<file path="config.mk">
export PLATFORM = sky130hd
export DESIGN_NAME = uart_hex_decoder
export DESIGN_NICKNAME = d
export VERILOG_FILES = /design/src/rtl/uart_hex_decoder.sv
export SDC_FILE = /design/constraint.sdc
export NUM_CORES = 1
export LEC_CHECK = 0
export CORE_ASPECT_RATIO = 0.9
export CORE_UTILIZATION = 39
export CTS_CLUSTER_DIAMETER = 100
export DETAILED_ROUTE_END_ITERATION = 10
export GPL_TIMING_DRIVEN = 0
export PLACE_DENSITY = 0.68
export SETUP_SLACK_MARGIN = 0.5
export SKIP_CTS_REPAIR_TIMING = 1
export SYNTH_ARGS = -nofsm -noshare
export SYNTH_HDL_FRONTEND = slang
export SYNTH_SLANG_ARGS = --single-unit
</file>
<file path="constraint.sdc">
create_clock -name i_clk -period 1.65 [get_ports i_clk]
set_input_delay 0.2475 -clock i_clk [delete_from_list [all_inputs] [get_ports i_clk]]
set_output_delay 0.2475 -clock i_clk [all_outputs]
set_load 0.02 [all_outputs]
</file>
<file path="src/rtl/uart_hex_decoder.sv">
// ASCII hex command parser: accumulates lowercase hex digits from a UART byte
// stream and emits {code, value} words on command characters.
module uart_hex_decoder #(
    parameter logic [7:0] CHAR_WRITE = 8'h57,
    parameter logic [7:0] CHAR_READ  = 8'h52,
    parameter logic [7:0] CHAR_ADDR  = 8'h41,
    parameter logic [7:0] CHAR_RST   = 8'h5A
) (
    input  logic        i_clk,
    input  logic        i_reset,
    input  logic        i_rx_stb,
    input  logic [7:0]  i_rx_data,
    input  logic        i_busy,
    output logic        o_stb,
    output logic [33:0] o_word,
    output logic        o_err
);

    typedef enum logic {EMPTY, DIGITS} state_t;

    state_t      state_q, state_d;
    logic [31:0] acc_q, acc_d;
    logic [3:0]  cnt_q, cnt_d;
    logic        stb_d, err_d;
    logic [33:0] word_d;

    logic        is_digit, is_ignore, is_cmd, needs_digits, xfer;
    logic [3:0]  nibble;
    logic [1:0]  code;

    // Byte classification
    always_comb begin
        is_digit  = 1'b0;
        nibble    = 4'h0;
        if (i_rx_data >= 8'h30 && i_rx_data <= 8'h39) begin
            is_digit = 1'b1;
            nibble   = i_rx_data[3:0];
        end else if (i_rx_data >= 8'h61 && i_rx_data <= 8'h66) begin
            is_digit = 1'b1;
            nibble   = i_rx_data[3:0] + 4'd9;
        end
        is_ignore = (i_rx_data == 8'h20) || (i_rx_data == 8'h0D) || (i_rx_data == 8'h0A);

        is_cmd       = 1'b1;
        code         = 2'b00;
        needs_digits = 1'b0;
        if (i_rx_data == CHAR_WRITE) begin
            code         = 2'b00;
            needs_digits = 1'b1;
        end else if (i_rx_data == CHAR_READ) begin
            code = 2'b01;
        end else if (i_rx_data == CHAR_ADDR) begin
            code         = 2'b10;
            needs_digits = 1'b1;
        end else if (i_rx_data == CHAR_RST) begin
            code = 2'b11;
        end else begin
            is_cmd = 1'b0;
        end
    end

    // A pending word may be replaced only on the cycle it is taken
    assign xfer = o_stb & ~i_busy;

    always_comb begin
        state_d = state_q;
        acc_d   = acc_q;
        cnt_d   = cnt_q;
        stb_d   = xfer ? 1'b0 : o_stb;
        word_d  = o_word;
        err_d   = 1'b0;

        if (i_rx_stb) begin
            if (is_digit) begin
                acc_d   = {acc_q[27:0], nibble};
                cnt_d   = (cnt_q == 4'd8) ? 4'd8 : cnt_q + 4'd1;
                state_d = DIGITS;
            end else if (is_cmd) begin
                if (o_stb && !xfer) begin
                    err_d = 1'b1;
                end else if (needs_digits && state_q == EMPTY) begin
                    err_d = 1'b1;
                end else begin
                    word_d  = {code, (code == 2'b11) ? 32'h0 : acc_q};
                    stb_d   = 1'b1;
                    acc_d   = 32'h0;
                    cnt_d   = 4'd0;
                    state_d = EMPTY;
                end
            end else if (!is_ignore) begin
                acc_d   = 32'h0;
                cnt_d   = 4'd0;
                state_d = EMPTY;
                err_d   = 1'b1;
            end
        end
    end

    always_ff @(posedge i_clk or negedge i_reset) begin
        if (!i_reset) begin
            state_q <= EMPTY;
            acc_q   <= 32'h0;
            cnt_q   <= 4'd0;
            o_stb   <= 1'b0;
            o_word  <= 34'h0;
            o_err   <= 1'b0;
        end else begin
            state_q <= state_d;
            acc_q   <= acc_d;
            cnt_q   <= cnt_d;
            o_stb   <= stb_d;
            o_word  <= word_d;
            o_err   <= err_d;
        end
    end

endmodule

</file>
==> flow_metrics.env <==
export IMPL_status="complete, but fails checks"
export IMPL_violations="hold timing"
export IMPL_place_area_mm2=0.00380
export IMPL_drt_initial_drc_count=95
export IMPL_synth_most_common_cell="dfrtp_1"
export IMPL_cts_tree="yes"
export IMPL_clock_root_buffer="clkbuf_8"
export IMPL_coreArea_mm2=0.00769
export IMPL_seq_area_frac_synth_pct=54.7
export IMPL_synth_top_area_share_pct=54.7
export IMPL_worst_pin_slew_ps=865
export IMPL_area_growth_pct=42.1
export IMPL_seqCellArea_mm2=0.00173
export IMPL_timing_final_crit_share_pct=98.4
export IMPL_antenna_found_initial=0
export IMPL_vias=2320
export IMPL_drive_above_1_share_pct=34.1
export IMPL_start_util_pct=41.0
export IMPL_cts_sinks=69
export IMPL_ys_async_sr_fraction_pct=100
export IMPL_die_w_um=96.8
export IMPL_r2r_start="o_stb$_DFF_PN0_"
export IMPL_postRouteAntennaNets=0
export IMPL_slew_violations=0
export IMPL_r2r_end="o_word[14]$_DFFE_PN0P_"
export IMPL_nFillCells=642
export IMPL_p_leak_nw=2.13
export IMPL_viasPerCell=5.04
export IMPL_rsz0062_at_grt="true"
export IMPL_critPathBufInv=4
export IMPL_critPathMostFrequentCell="buf_12"
export IMPL_synthTopCellsByArea="dfrtp_1 55%, mux2i_1 10%, a22o_1 8.6%, nand2_1 5.2%, inv_1 4.3%"
export IMPL_path_cells="buf_12, clkinv_8, buf_12, ha_4, mux2_2, a31oi_4, o41ai_2, a21o_2, buf_6, a22o_1"
export IMPL_syn_avg_cell_area_um2=11.7
export IMPL_hold_viol=1
export IMPL_critPathMaxFanout=8
export IMPL_setup_viol=0
export IMPL_r2r_cells=6
export IMPL_post_route_min_period_ps=1620
export IMPL_power_mw=4.41
export IMPL_wl_per_cell_um=15.0
export IMPL_arrival_ps=1870
export IMPL_ff2ff_setup_slack_ps=100
export IMPL_grt_util_all_layers_pct=15.8
export IMPL_syn_nets=287
export IMPL_dr_pass1_iters=5
export IMPL_crit_family="compound AO/OA/AOI/OAI gates"
export IMPL_yosysUniqueCellTypes=34
export IMPL_drc=0
export IMPL_hold_class="primary input to asynchronous set/reset pin"
export IMPL_critPathLaunchType="primary input"
export IMPL_holdWs_ps=-3.21
export IMPL_ir_drop_v=0.000419
export IMPL_power_density_mw_per_mm2=983
export IMPL_antenna_cells=0
export IMPL_slew_headroom_pct=42.3
export IMPL_dieArea_mm2=0.00845
export IMPL_grt_pass1_vias=2109
export IMPL_syn_instance_count=270
export IMPL_timing_setup_critical_path_class="primary input to flip-flop"
export IMPL_dieHeight_um=87.3
export IMPL_num_rows=30
export IMPL_grt_max_degree=70
export IMPL_yosys_area_top_type="dfrtp_1"
export IMPL_dp_hpwl_um=4140
export IMPL_path_clk_slew_ps=80
export IMPL_final_nets=376
export IMPL_worstPathRequired_ps=1900
export IMPL_cts_max_level=3
export IMPL_final_area_mm2=0.00448
export IMPL_clockBufferDepth=2
export IMPL_synth_edf_count=0
export IMPL_multi_input_area_mm2=0.00121
export IMPL_clock_skew_ps=9.42
export IMPL_syn_area_mm2=0.00315
export IMPL_ys_top_cells_by_count="69 x dfrtp_1, 44 x nand2_1, 36 x inv_1"
export IMPL_grt_pass1_wl_um=10400
export IMPL_yosys_most_used_dff="dfrtp_1"
export IMPL_worstSkewPairLatency_ps=360
export IMPL_synth_seq_cells=69
export IMPL_routed_wl_um=6890
export IMPL_slowest_delay_ps=300
export IMPL_cp_end_kind="flip-flop"
export IMPL_gp_congestion=0.828
export IMPL_post_route_util_pct=58.2
export IMPL_ys_warn_count=0
export IMPL_slowest_stage="a21o_2"
export IMPL_boundaryPins=48
export IMPL_gr_total_overflow=0
export IMPL_maxCapViolCount=0
export IMPL_critical_path_cell_count=10
export IMPL_max_freq_mhz=616
export IMPL_io_buffers=45
export IMPL_numCtsBuffers=9
layer usage:
| metal | GRT usage [%] | vias to the layer above | wire length [µm] |
|---|---|---|---|
| li1 | - | 1107 | - |
| met1 | 21.7 | 1127 | 3310 |
| met2 | 23.6 | 70 | 3150 |
| met3 | 3.37 | 16 | 298 |
| met4 | 8.55 | 0 | 134 |
| met5 | 0 | - | 0 |
placed cells by master (no fill, tap or decap), drive strengths merged:
| master | n |
|---|---|
| a22o | 31 |
| clkinvlp | 2 |
| a31o | 1 |
| xnor2 | 2 |
| clkinv | 2 |
| ha | 5 |
| inv | 36 |
| nor3b | 1 |
| a31oi | 1 |
| o211ai | 1 |
| clkbuf | 18 |
| o21ai | 1 |
| dlymetal6s2s | 3 |
| and4 | 1 |
| a21o | 2 |
| nor4b | 1 |
| or3b | 1 |
| a211oi | 1 |
| dfrtp | 69 |
| a2111o | 1 |
| nand3 | 4 |
| nor2b | 2 |
| nand2 | 45 |
| bufinv | 3 |
| nand4 | 4 |
| o41ai | 1 |
| a2111oi | 1 |
| mux2i | 33 |
| buf | 80 |
| clkdlybuf4s50 | 2 |
| and4bb | 2 |
| nor2 | 1 |
| o21bai | 1 |
| mux2 | 4 |
| and2 | 1 |
cells by family after synthesis:
family / synth area share (%)
XOR/XNOR: 0.555
buffers and inverters: 9.64
multiplexers: 11.9
adder cells (fa/ha/maj): 1.98
AO/OA/AOI/OAI: 11.4
AND/OR/NAND/NOR: 9.80
flip-flops: 54.7
worst max-delay path by stage:
| stage | startpoint | to |
|---|---|---|
| after floorplan | i_rx_data[1] | o_word[32]$_DFFE_PN0P_ |
| after global routing | i_rx_data[1] | o_word[14]$_DFFE_PN0P_ |
| after detailed placement | i_rx_data[1] | o_word[27]$_DFFE_PN0P_ |
| final | i_rx_data[0] | acc_q[3]$_DFFE_PN0P_ |
| after global placement | i_reset | o_word[5]$_DFFE_PN0P_ |
| after CTS | i_rx_data[1] | o_word[27]$_DFFE_PN0P_ |
cell type report:
cell class,count,share of cell area (%)
clock inverters,7,2.74
multi-input cells,149,27.1
clock buffers,9,2.76
inverters,36,3.57
flip-flops and latches,69,38.5
well taps,96,2.68
repair buffers,78,18.5
plain buffers,16,4.10
metrics by stage:
stage          setup slack, ps  setup TNS, ps  std cells
2_1_floorplan            -69.8          -1320        270
3_3_place_gp             -1950        -196560        411
3_5_place_dp             -1010         -64100        411
4_1_cts                   -639         -38780        427
5_1_grt                  -33.2           -230        460
6_report                  26.8              0        460
power breakdown:
| group | leakage, nW | total (mW) | internal, mW | switching (mW) |
|---|---|---|---|---|
| sequential | 0.829 | 1.90 | 1.81 | 0.0877 |
| clock | 0.116 | 1.71 | 1.01 | 0.698 |
| combinational | 1.19 | 0.800 | 0.418 | 0.382 |
state kept, by name (all words and copies together), names as in the netlist:
register / count
o_err: 1
o_word: 34
acc_q: 32
o_stb: 1
state_q: 1
(Power assumes the default switching activity.)
